File: src/rtl/spacecraft_avalon_responder.sv
// Avalon-MM responder for the spacecraft peripheral: LED/blink control, scratch register
// and a telemetry FIFO written by the bus master and drained over a valid/ready stream.
module spacecraft_avalon_responder #(
    parameter int FIFO_DEPTH    = 8,
    parameter bit STALL_ON_FULL = 1'b1,
    parameter int BLINK_W       = 24
) (
    input  logic        clk_clk,
    input  logic        reset_reset,
    input  logic [2:0]  avs_address,
    input  logic        avs_read,
    input  logic        avs_write,
    input  logic [31:0] avs_writedata,
    output logic        avs_waitrequest,
    output logic [31:0] avs_readdata,
    output logic        avs_readdatavalid,
    output logic [3:0]  leds_readdata,
    output logic [31:0] tlm_data,
    output logic        tlm_valid,
    input  logic        tlm_ready
);

    localparam int               AW         = $clog2(FIFO_DEPTH);
    localparam logic [AW:0]      FULL_COUNT = (AW + 1)'(FIFO_DEPTH);
    localparam logic [AW:0]      COUNT_ONE  = (AW + 1)'(1);
    localparam logic [AW-1:0]    PTR_ONE    = AW'(1);
    localparam logic [BLINK_W-1:0] BLINK_ONE = BLINK_W'(1);

    typedef enum logic [2:0] {
        ADDR_LED      = 3'd0,
        ADDR_BLINK    = 3'd1,
        ADDR_STATUS   = 3'd2,
        ADDR_TLM_PUSH = 3'd3,
        ADDR_SCRATCH  = 3'd4
    } reg_addr_e;

    logic [31:0]        fifo_mem [FIFO_DEPTH];
    logic [AW-1:0]      wr_ptr, rd_ptr;
    logic [AW:0]        fill_count;
    logic               fifo_full, fifo_empty, ovf;
    logic               push, pop, drop;
    logic               wr_led, wr_blink, wr_status, wr_tlm, wr_scratch;
    logic [4:0]         led_reg;
    logic [BLINK_W-1:0] blink_period, blink_count;
    logic               blink_phase, blink_active;
    logic [31:0]        scratch, read_word;

    assign wr_led     = avs_write && (avs_address == ADDR_LED);
    assign wr_blink   = avs_write && (avs_address == ADDR_BLINK);
    assign wr_status  = avs_write && (avs_address == ADDR_STATUS);
    assign wr_tlm     = avs_write && (avs_address == ADDR_TLM_PUSH);
    assign wr_scratch = avs_write && (avs_address == ADDR_SCRATCH);

    assign fifo_full  = (fill_count == FULL_COUNT);
    assign fifo_empty = (fill_count == '0);
    assign tlm_valid  = !fifo_empty;
    assign tlm_data   = fifo_mem[rd_ptr];
    assign pop        = tlm_valid && tlm_ready;

    // A pop in the same cycle frees the slot, so a full FIFO only stalls or drops without one.
    assign avs_waitrequest = STALL_ON_FULL && wr_tlm && fifo_full && !pop;
    assign push            = wr_tlm && !avs_waitrequest && (!fifo_full || pop);
    assign drop            = !STALL_ON_FULL && wr_tlm && fifo_full && !pop;

    assign blink_active = led_reg[4] && (blink_period != '0);

    // NOTE: storage is deliberately not reset; emptiness is tracked by the pointers and count,
    // which keeps the array free to map onto RAM.
    always_ff @(posedge clk_clk) begin
        if (push) fifo_mem[wr_ptr] <= avs_writedata;
    end

    // NOTE: every state element is updated with non-blocking assignments so all registers
    // sample the same pre-edge values regardless of statement order.
    always_ff @(posedge clk_clk or posedge reset_reset) begin
        if (reset_reset) begin
            wr_ptr     <= '0;
            rd_ptr     <= '0;
            fill_count <= '0;
            ovf        <= 1'b0;
        end else begin
            if (push) wr_ptr <= wr_ptr + PTR_ONE;
            if (pop)  rd_ptr <= rd_ptr + PTR_ONE;
            case ({push, pop})
                2'b10:   fill_count <= fill_count + COUNT_ONE;
                2'b01:   fill_count <= fill_count - COUNT_ONE;
                default: ;
            endcase
            if (drop)
                ovf <= 1'b1;
            else if (wr_status && avs_writedata[18])
                ovf <= 1'b0;
        end
    end

    always_ff @(posedge clk_clk or posedge reset_reset) begin
        if (reset_reset) begin
            led_reg       <= '0;
            blink_period  <= '0;
            scratch       <= '0;
            blink_count   <= '0;
            blink_phase   <= 1'b1;
            leds_readdata <= '0;
        end else begin
            if (wr_led)     led_reg      <= avs_writedata[4:0];
            if (wr_blink)   blink_period <= avs_writedata[BLINK_W-1:0];
            if (wr_scratch) scratch      <= avs_writedata;

            // Reprogramming restarts the blink cycle on the lit half.
            if (wr_led || wr_blink || !blink_active) begin
                blink_count <= '0;
                blink_phase <= 1'b1;
            end else if (blink_count == blink_period - BLINK_ONE) begin
                blink_count <= '0;
                blink_phase <= !blink_phase;
            end else begin
                blink_count <= blink_count + BLINK_ONE;
            end

            leds_readdata <= blink_active ? (led_reg[3:0] & {4{blink_phase}}) : led_reg[3:0];
        end
    end

    // NOTE: the read mux assigns a default first so no path leaves it unassigned (no latch).
    always_comb begin
        read_word = '0;
        case (avs_address)
            ADDR_LED:     read_word[4:0] = led_reg;
            ADDR_BLINK:   read_word[BLINK_W-1:0] = blink_period;
            ADDR_STATUS: begin
                read_word[AW:0] = fill_count;
                read_word[16]   = fifo_full;
                read_word[17]   = fifo_empty;
                read_word[18]   = ovf;
            end
            ADDR_SCRATCH: read_word = scratch;
            default:      ;
        endcase
    end

    // Registers are read before this edge's writes land, so read+write returns the old value.
    always_ff @(posedge clk_clk or posedge reset_reset) begin
        if (reset_reset) begin
            avs_readdata      <= '0;
            avs_readdatavalid <= 1'b0;
        end else begin
            avs_readdatavalid <= avs_read;
            if (avs_read) avs_readdata <= read_word;
        end
    end

endmodule

File: config.mk
export PLATFORM = sky130hd
export DESIGN_NAME = spacecraft_avalon_responder
export DESIGN_NICKNAME = d
export VERILOG_FILES = /design/src/rtl/spacecraft_avalon_responder.sv
export SDC_FILE = /design/constraint.sdc
export NUM_CORES = 1
export LEC_CHECK = 0
export BUFFER_PORTS_ARGS = -buffer_cell sky130_fd_sc_hd__buf_2
export CORE_ASPECT_RATIO = 0.75
export CORE_MARGIN = 2
export CORE_UTILIZATION = 35
export CTS_CLUSTER_DIAMETER = 80
export DETAILED_ROUTE_END_ITERATION = 16
export PLACE_DENSITY = 0.58
export SYNTH_ARGS = -nofsm -noshare
export SYNTH_HDL_FRONTEND = slang
export SYNTH_SLANG_ARGS = --single-unit
File: constraint.sdc
create_clock -name clk_clk -period 5.2 [get_ports clk_clk]
set_clock_uncertainty 0.05 [all_clocks]
set_input_delay 0 -clock clk_clk [delete_from_list [all_inputs] [get_ports clk_clk]]
set_output_delay 0 -clock clk_clk [all_outputs]
set_load 0.005 [all_outputs]
Yosys cells after proc, flatten, opt, wreduce, memory -nomap -nowiden
Memory sizes are Yosys's and may differ from the RTL's.
Cells that the tools add are included.
- bits in registers: 133
- bits in latches: 0
- bits in writable memories: 256
- memory bits (read-only): 0
- bits of input ports: 40
- memories kept: 1
- memory list (memory ; words ; width ; rd ports ; clocked after memory_dff ; write ports ; line ; RTL):
    fifo_mem ; 8 ; 32 ; 1 ; 0 ; 1 ; 37 ; logic [31:0] fifo_mem [FIFO_DEPTH];
- add/subtract/negate cells: 6
- multiply operators: 0
- divide/modulo/power cells: 0
- order comparisons: 0
- eq/ne operators: 8
- shift operators: 0
- mux-type cells: 14
- bitwise operators: 1
- reduce and logical (&&, ||, !) cells: 24
- operators with widths (operator ; count):
    2-to-1 mux 24 bit ; 2
    adder 24 x 1 -> 24 bit, second input constant ; 1
    == test 24 bit ; 1
    nonzero test 24 bit ; 1
    subtractor 24 x 1 -> 24 bit, second input constant ; 1
    case mux 11 bit (2 select lines) ; 1
    case mux 4 bit (4 select lines) ; 1
    logical AND 1 bit ; 10
    case mux 5 bit (2 select lines) ; 1
    case mux 3 bit (3 select lines) ; 1
    2-to-1 mux 8 bit ; 1
    case mux 4 bit (2 select lines) ; 1
    adder 3 x 1 -> 3 bit, second input constant ; 2
    == test 3 x 2 -> 1 bit, second input constant ; 2
    logical NOT 1 bit ; 6
    adder 4 x 1 -> 4 bit, second input constant ; 1
    bitwise AND 4 bit ; 1
    == test 4 bit, second input constant ; 1
    logical NOT 4 bit ; 1
    2-to-1 mux 1 bit ; 4
    2-to-1 mux 4 bit ; 1
    nonzero test 2 bit ; 2
    subtractor 4 x 1 -> 4 bit, second input constant ; 1
    == test 3 x 1 -> 1 bit, second input constant ; 1
    6 further kinds ; 8

Longest topological paths before layout
Gate-level depths: netlist of the first run.
- depth after elaboration: 10
- gate-level depth with buffers: 12

Worst setup path after synthesis of the first run
No wires, ideal clock.
- kind: flip-flop to flip-flop
- start: reg fill_count[0]
- end: mem fifo_mem[0][0] (enable)
- library setup time: 501 ps
- arrival: 4036 ps
- required time: 4649 ps
- path slack: 613 ps
- stages on the path, launching flop included: 7
- buffers on the path: 0
- period minus slack after synthesis: 4587 ps
- cell sequence: dfrtp_1 -> nor3_1 -> nand2_1 -> nor2_1 -> nor2_1 -> inv_1 -> nor4_1
- word-level cells in the longest chain between the ends: 10
- elaborated cells between the ends (all ways): 14
- ends and longest elaborated chain (what ; line ; RTL):
    from (decl) ; 39 ; logic [AW:0] fill_count;
    from (signal assigned) ; 85 ; 2'b10: fill_count <= fill_count + COUNT_ONE;
    from (signal assigned) ; 86 ; 2'b01: fill_count <= fill_count - COUNT_ONE;
    logical NOT 4 bit ; 55 ; assign fifo_empty = (fill_count == '0);
    logical NOT 1 bit ; 56 ; assign tlm_valid = !fifo_empty;
    logical AND 1 bit ; 58 ; assign pop = tlm_valid && tlm_ready;
    logical NOT 1 bit ; 61 ; assign avs_waitrequest = STALL_ON_FULL && wr_tlm && fifo_full && !pop;
    logical AND 1 bit ; 61 ;
    logical NOT 1 bit ; 62 ; assign push = wr_tlm && !avs_waitrequest && (!fifo_full || pop);
    logical AND 1 bit ; 62 ;
    logical AND 1 bit * ; 62 ;
    2-to-1 mux 1 bit * ; 70 ; if (push) fifo_mem[wr_ptr] <= avs_writedata;
    2-to-1 mux 1 bit (not written as such) * ; 70 ;
    to (decl) ; 37 ;
Every way passes the cells marked *; elsewhere a longest branch is shown, timed or not.

Worst setup path in the final report of the first run
- start: reg blink_period[0]
- end: reg blink_count[1]
- word-level cells in the longest chain between the ends: 5
- elaborated cells between the ends (all ways): 8
- ends and longest elaborated chain (what ; line ; RTL):
    from (decl) ; 44 ; logic [BLINK_W-1:0] blink_period, blink_count;
    from (signal assigned) ; 106 ; if (wr_blink) blink_period <= avs_writedata[BLINK_W-1:0];
    parallel branches: the longest is 4 deep, another holds subtractor 24 x 1 -> 24 bit ; n/a ;
    2-to-1 mux 24 bit * ; 110 ; if (wr_led || wr_blink || !blink_active) begin
    to (signal assigned) ; 117 ; blink_count <= blink_count + BLINK_ONE;
    to (decl) ; 44 ;
Every way passes the cells marked *.
A chain may end at the register's enable or synchronous reset.

==> impl_results.md, run 1 <==
- DRT Pass-1 Iters: 5
- Library cells used by synthesis: 61
- Area delta synth->final: 17.97%
- Compound-cell area share of the yosys netlist: 3.752%
- I/O Buffers: 110
- Worst-path fanout max: 14
- CP max-delay cell: nor4b_4
- Placed cell area: 0.01762 sq mm
- Net switching fraction of the power: between 20% and 30%
- DRC Markers: 0
- Area contributors post-synth: edfxtp_1, dfrtp_1, mux4_2
- Final period util: 70.76%
- Final #Nets: roughly 1200
- Worst Hold Class: in -> async
- Critical Path RT: 5.56 ns
- Comb pwr share: 22.5%
- Synthesized area per cell: 16.07 sq um
- Fmax: 271.8 MHz
- Setup bufs post-CTS: 0
- Vias in the first global route: 9591
- PwrDens: 443.5 mW/mm^2
- Post-Synth Adder-Cell Area: 0.6598%
- Dominant cell type by area after synthesis: edfxtp_1
- Synth Area in Simple Gates: 7.404%
- Clk pwr share: 31.9%
- Antenna-violating nets left: 0
- Main synth FF type: edfxtp_1
- Mux contribution to synthesized area: between 10% and 20%
- Slew @ Worst Pin: 1.061 ns
- # IOs: between 100 and 150
- DP HPWL: roughly 24000 microns
- Layout cell share with drive strength beyond 1: 30.78%
- DR vias: 9233
- Sequential area share after synthesis: around two thirds
- CP peak stage delay: just over 0.9 ns
- Final Worst Setup Slack: 1.521 ns
- Synth Instances: ~1000
- Post-route cell area: ~0.019 sq mm
- Placer Congestion: 0.8596
- TritonCTS Buffers: 40
- CTS H-tree lvls: 2
- Worst path arrival time: 4.04 ns
- Lkg Pwr: a little under 0.007 uW
- Core area: 0.04603 sq mm
- CTS sink count: between 300 and 400
- WL/cell: 20.75 microns
- DRT Wirelength: about 38000 microns
- Num rows: a little under 70
- DIE HEIGHT: 190.9 microns
- Fillers: 4205
- Initial DRC count: about 640
- Int Pwr: 6143 uW
- Ant. Diodes: 0
- Post-synthesis instance area: 0.01631 sq mm
- Die width: between 200 and 300 microns
- Setup_tns: 0 ns
- Sw Pwr: between 2000 and 2500 uW
- Worst skew pair latency: between 0.5 and 0.6 ns
- Grt ovf: 0
- Slew headroom: between 20 and 30%
- Total Die Area: 0.04836 sq mm
- Ys async rst share: 34.19%
- Status: complete, no violations
- Final setup viols: 0
- Final hold violation count: 0
- Reg power frac: 45.5%
- WS Path Type: reg -> reg
- Largest family of logic cells by synthesized area: multiplexers
- Vias/cell: 5.048
- Post-route total power: 8532 uW
- Final Max Slew Viols: 0
- Synth warn: 0
- Minimum clock period: 3.679 ns
- Post-synth top area share: 47.14%
- Post-synthesis xor/xnor area fraction: approximately 3.2%
- Post-synth EDFFs: 256
- Largest net degree at the start of global routing: 79
- Startpoint types: flop
- CTS tree: built
- Crit-path cells: inv_1 > ha_1 > nor3b_4 > a21oi_1 > or3_1 > nor4_1 > nand4_1 > nor4b_4 > buf_4 > nor3b_1
- Yosys reg bits: 389
- Total Routing Usage GR: 15.89%
- Number of flip-flops under the largest register name: 256
- Reg with most FFs: fifo_mem
- CTS root buffer: clkbuf_16
- Pre-CTS setup slack: 1.586 ns
- Clk buf depth: 3
- RSZ-0062 raised after global routing: false
- Setup crit end kind: flop
- CTS clk-pin slew, worst paths: 0.06 ns
- First-pass GRT wire length: 58300 microns
- Largest regs: fifo_mem (256), avs_readdata (32), scratch (32)
- Syn nets: 1063
- Max Cap Viol: 0
- Initial core utilization: 35.43%
- Initial antenna violation count: 0
- Layout Utilization: 41.80%
- VDD IR max: roughly 280 uV
path summary, 6_finish.rpt:
check / start / to / slack (ns) / cells after the start
worst max-delay path: blink_period[0] / blink_count[1] / 1.52 / 10
worst min-delay path: reset_reset / leds_readdata[3] / 0.09 / 3
worst max register to register: blink_period[0] / blink_count[1] / 1.52 / 10
worst min register to register: scratch[31] / avs_readdata[31] / 0.46 / 2
max in group asynchronous: reset_reset / scratch[13] / 3.77 / 4
min in group clk_clk: avs_writedata[29] / fifo_mem[0][29] / 0.27 / 2
worst max-delay path, delay by kind of cell, from the launching register on:
| kind | cells | cell delay [ns] |
|---|---|---|
| buf+inv | 2 | 0.48 |
| compound gates | 1 | 0.06 |
| flops | 1 | 0.46 |
| fa+ha+maj | 1 | 0.19 |
| simple gates | 6 | 2.32 |
power groups by stage:
stage / sequential [uW] / combinational [uW] / clock, uW
final: 3890 / 1920 / 2730
after global routing: 3930 / 2110 / 2910
after CTS: 3890 / 1970 / 2800
after detailed placement: 3950 / 1930 / 0
after global placement: 3950 / 1920 / 0
after floorplan: 3720 / 1460 / 0
per-stage QoR:
step | hold WS, ns | cells
after floorplan | -0.01857 | 1015
after global placement | 0.1507 | 1721
after detailed placement | 0.1576 | 1721
after CTS | 0.1215 | 1829
after global routing | 0.1576 | 1829
final | 0.09166 | 1829
cell type report:
| class | count | area, sq um | area share [%] |
|---|---|---|---|
| clock inverter | 15 | 143.9 | 0.7479 |
| inverter | 25 | 98.84 | 0.5138 |
| tap | 630 | 788.3 | 4.097 |
| clock buffer | 54 | 1084 | 5.632 |
| timing repair buffer | 168 | 1084 | 5.632 |
| multi-input combinational | 548 | 5017 | 26.08 |
| sequential | 389 | 11020 | 57.30 |
cell usage in the layout, fill, tap and decap left out, types with 3 or more instances in the layout:
master / n
clkbuf_16: 40
nor3_2: 14
nor3b_1: 3
inv_1: 24
nor2_1: 61
o21ai_0: 18
clkbuf_8: 3
mux2_2: 89
nand2_1: 32
dlygate4sd3_1: 39
dfrtp_1: 129
mux2i_1: 7
nand4_1: 9
and2_1: 5
clkinv_2: 8
edfxtp_1: 256
nor2b_1: 8
a22oi_1: 17
nand3_1: 26
a21oi_1: 42
and3_1: 3
xor2_1: 27
nand2b_1: 4
buf_2: 110
nor4_1: 4
clkbuf_1: 11
nor3_1: 28
mux4_2: 64
buf_4: 19
xnor2_1: 33
ha_1: 7
or3_1: 4
cells by family (layout without fill, tap and decap cells):
group	Yosys count	in the layout
AOI/OAI and AO/OA	99	99
xor gates and xnor gates	60	60
adders and majority gates	8	8
buffers and inverters	78	262
DFF	389	389
muxes	160	160
and+or+nand+nor	221	221
per-layer routing:
| metal | vias to the layer above | wire length (microns) | track usage (%) |
|---|---|---|---|
| met1 | 4788 | 18290 | 23.38 |
| met3 | 46 | 1771 | 3.009 |
| li1 | 4181 | - | - |
| met4 | 0 | 650 | 3.823 |
| met2 | 218 | 17240 | 24.36 |
| met5 | - | 0 | 0 |
synthesized netlist by cell type (9+ instances only):
cell type and number:
xor2_1 27, dfrtp_1 132, nor3_2 10, nand2_1 32, nand3_1 26, nand4_1 9
xnor2_1 33, edfxtp_1 256, buf_1 12, inv_1 25, o21ai_0 18, mux4_2 64
nor3_1 32, mux2_2 89, a21oi_1 42, clkbuf_1 32, a22oi_1 17, nor2_1 63
repair_timing:
item	4_1_cts	5_1_grt
endpoints found under the setup margin	0	0
resized for setup	0	0
hold buffers	39	0
endpoints found under the hold margin	403	0
No activity file was read; power rests on OpenSTA's default activity.
==> inputs of run 2 (changes only) <==
--- a/config.mk
+++ b/config.mk
@@ -5,6 +5,7 @@
 export SDC_FILE = /design/constraint.sdc
 export NUM_CORES = 1
 export LEC_CHECK = 0
+export ABC_AREA = 1
 export BUFFER_PORTS_ARGS = -buffer_cell sky130_fd_sc_hd__buf_2
 export CORE_ASPECT_RATIO = 0.75
 export CORE_MARGIN = 2
==> constraint.sdc (replaced) <==
create_clock -name clk_clk -period 3.5 [get_ports clk_clk]
set_clock_uncertainty 0.05 [all_clocks]
set_input_delay 0 -clock clk_clk [delete_from_list [all_inputs] [get_ports clk_clk]]
set_output_delay 0 -clock clk_clk [all_outputs]
set_load 0.005 [all_outputs]
==> run 2 against run 1 <==
Global-route usage up 1.2 points. Register-to-register slack worse by 0.67 ns. Final area increased by 1.8%. Synthesized area rose by 1.5%. Flip-flop and latch count is the same. Via count up 25%. Highest routed layer unchanged.
==> impl_results.md, run 2 <==
- Status: complete, no violations
- Minimum clock period: 2.821 ns
- Most frequent cells in the layout: nor2_1, edfxtp_1, nand2_1
- Initial core utilization: 35.71% (+0.28 points)
- Grt ovf: 0 (unchanged)
- DR vias: 11543 (+25%)
- Number of flip-flops under the largest register name: 256 (unchanged)
- Final period util: 80.61%
- Library cells used by synthesis: 39 (-36%)
- Met3 GRT Util: 2.913% (-0.096 points)
- Layout Utilization: 42.22% (+0.43 points)
- PwrDens: 687.8 mW/mm^2 (+55%)
- Startpoint types: flop
- Most frequent cells after synthesis: nor2_1, edfxtp_1, nand2_1
- Synth warn: 0 (unchanged)
- Max Cap Viol: 0 (unchanged)
- Post-route cell area: 0.01958 sq mm (+1.8%)
- Vias in the first global route: 11346 (+18%)
- CTS root buffer: clkbuf_16
- CTS clk-pin slew, worst paths: 0.06 ns (about the same)
- Yosys reg bits: 389 (unchanged)
- Fillers: 4407 (+4.8%)
- Total Die Area: 0.04908 sq mm (+1.5%)
- Syn nets: 1608 (+51%)
- Largest regs: fifo_mem (256), avs_readdata (32), scratch (32)
- VDD IR max: 491.5 uV (+74%)
- Commonest non-fill, non-tap cell in the layout: nor2_1
- Final setup viols: 0 (unchanged)
- Antenna-violating nets left: 0 (unchanged)
- Clk buf depth: 3 (unchanged)
- Worst Path Buf+Inv: 3 (+1)
- Synth Instances: 1560 (+54%)
- Crit-path leading delay family: buffers and inverters
- Placer Congestion: 0.8822 (+2.6%)
- CTS sink count: 389 (unchanged)
- Post-synth EDFFs: 256 (unchanged)
- CTS H-tree lvls: 2 (unchanged)
- Largest net degree at the start of global routing: 130 (+65%)
- Initial DRC count: 801 (+26%)
- Ant. Diodes: 0 (unchanged)
- Worst-path fanout max: 51 (+37)
- Final hold violation count: 0 (unchanged)
- Hold Slack: 0.2387 ns (+0.1471 ns)
- Critical Path RT: 3.45 ns (-2.11 ns)
- TritonCTS Buffers: 42 (+5.0%)
- # IOs: 111 (unchanged)
- Fmax: 354.5 MHz
- Area contributors post-synth: edfxtp_1, dfrtp_1, nor2_1
- Post-synthesis instance area: 0.01656 sq mm (+1.5%)
- Ys async rst share: 34.19% (unchanged)
- CTS resizes: 0 (unchanged)
- Placed cell area: 0.01787 sq mm (+1.4%)
- Most frequent cell after synthesis: nor2_1
- CP max-delay cell: clkinv_2
- Crit-path cells: clkinv_2 > buf_4 > o21ai_0 > o22ai_1 > nor2_1 > a31oi_1 > buf_2
- Post-synth top area share: 46.43% (-0.71 points)
- Post-route total power: 13470 uW (+58%)
- Worst skew pair latency: 0.55 ns (+0.02 ns)
- Gr busiest metal: met2
- Core area: 0.04637 sq mm (+0.74%)
- Main synth FF type: edfxtp_1
- First-pass GRT wire length: 65250 microns (+12%)
- Slew @ Worst Pin: 0.9479 ns (-0.1133 ns)
- Met1 usage: 25.15% (+1.8 points)
- CTS tree: built
- Setup bufs post-CTS: 0 (unchanged)
- RSZ-0062 raised after global routing: false
- Final #Nets: 1753 (+44%)
- CP peak stage delay: 0.51 ns (-0.42 ns)
- Post-CTS Hold Buffers: 40 (+2.6%)
- DIE HEIGHT: 192.4 microns (+0.74%)
- Worst path arrival time: 2.77 ns (-1.27 ns)
- Inst Count DP: 2251 (+31%)
- DRT Wirelength: 41310 microns (+8.9%)
- Sequential area share after synthesis: 66.54% (-1.0 points)
- Layout cell share with drive strength beyond 1: 14.84% (-16 points)
- Setup crit end kind: output pin
- Final Max Slew Viols: 0 (unchanged)
- Initial antenna violation count: 0 (unchanged)
- Vias/cell: 4.873 (-3.5%)
- Total Routing Usage GR: 17.13% (+1.2 points)
- Slew headroom: 36.81% (+7.6 points)
- WL/cell: 17.44 microns (-16%)
- Dominant cell type by area after synthesis: edfxtp_1
- Finished Layout Cells: 2369 (+30%)
- Reg with most FFs: fifo_mem
- Synthesized area per cell: 10.61 sq um (-34%)
- Lkg Pwr: 0.007507 uW (+8.8%)
- GRT met2 Usage: 26.26% (+1.9 points)
- I/O Buffers: 110 (unchanged)
- Num rows: 68 (unchanged)
- DRT Pass-1 Iters: 5 (unchanged)
- WS Path Type: reg -> out
- Worst Hold Class: in -> reg
- Die width: 255.1 microns (+0.75%)
- DRC Markers: 0 (unchanged)
- DP HPWL: 26610 microns (+12%)
- Area delta synth->final: 18.25%
[run 2: worst paths after layout]
path	from	to	slack, ns	depth (start not counted)
max in group asynchronous	reset_reset	rd_ptr[0]	1.94	5
hold reg to reg	avs_readdata[1]	avs_readdata[1]	0.43	2
hold / removal	avs_writedata[1]	fifo_mem[2][1]	0.24	2
setup reg to reg	blink_period[0]	blink_count[20]	0.85	9
setup / recovery	rd_ptr[0]	tlm_data[16]	0.68	7
min in group asynchronous	reset_reset	leds_readdata[2]	0.57	4
[run 2: area by class of cell]
type / count / area [sq um] / share of cell area [%]
Sequential cell: 389 / 11020 / 56.29
Multi-Input combinational cell: 1009 / 4965 / 25.36
Timing Repair Buffer: 174 / 1156 / 5.905
Clock buffer: 50 / 1091 / 5.573
Tap cell: 630 / 788.3 / 4.026
Inverter: 89 / 339.1 / 1.732
Clock inverter: 28 / 217.7 / 1.112
[run 2: layer usage]
| metal | vias up | routed length [microns] |
|---|---|---|
| li1 | 5632 | - |
| met1 | 5587 | 19970 |
| met2 | 270 | 18280 |
| met3 | 54 | 2205 |
| met4 | 0 | 852 |
| met5 | - | 0 |
[run 2: through the flow]
stage | setup slack (ns) | setup TNS (ns)
final | 0.6788 | 0
after CTS | 0.6281 | 0
after detailed placement | 0.8416 | 0
after floorplan | -0.4054 | -25.94
after global placement | 0.9019 | 0
after global routing | 0.4942 | 0
[run 2: logic make-up after synthesis]
logic type / count (synthesis) / share of synthesized area [%]
DFF: 389 / 66.54
buffers and inverters: 162 / 3.869
adders and majority gates: 8 / 0.6499
AOI/OAI and AO/OA: 296 / 9.764
muxes: 8 / 0.5441
xor gates and xnor gates: 48 / 2.539
and+or+nand+nor: 649 / 16.10
[run 2: power by group]
part / internal [uW] / total [uW] / switching, uW
logic: 1290 / 3770 / 2490
registers: 5220 / 5470 / 247
clock network: 2390 / 4230 / 1830
total: 8900 / 13500 / 4570
[run 2: worst reg2reg max path, cell delays in order (launching register included)]
cell	delay, ns
dfrtp_1	0.45
inv_1	0.16
ha_1	0.26
nand2_2	0.12
nor2_4	0.19
nand2_2	0.09
o41ai_1	0.50
a21oi_1	0.22
nand2_4	0.38
nor2_1	0.10
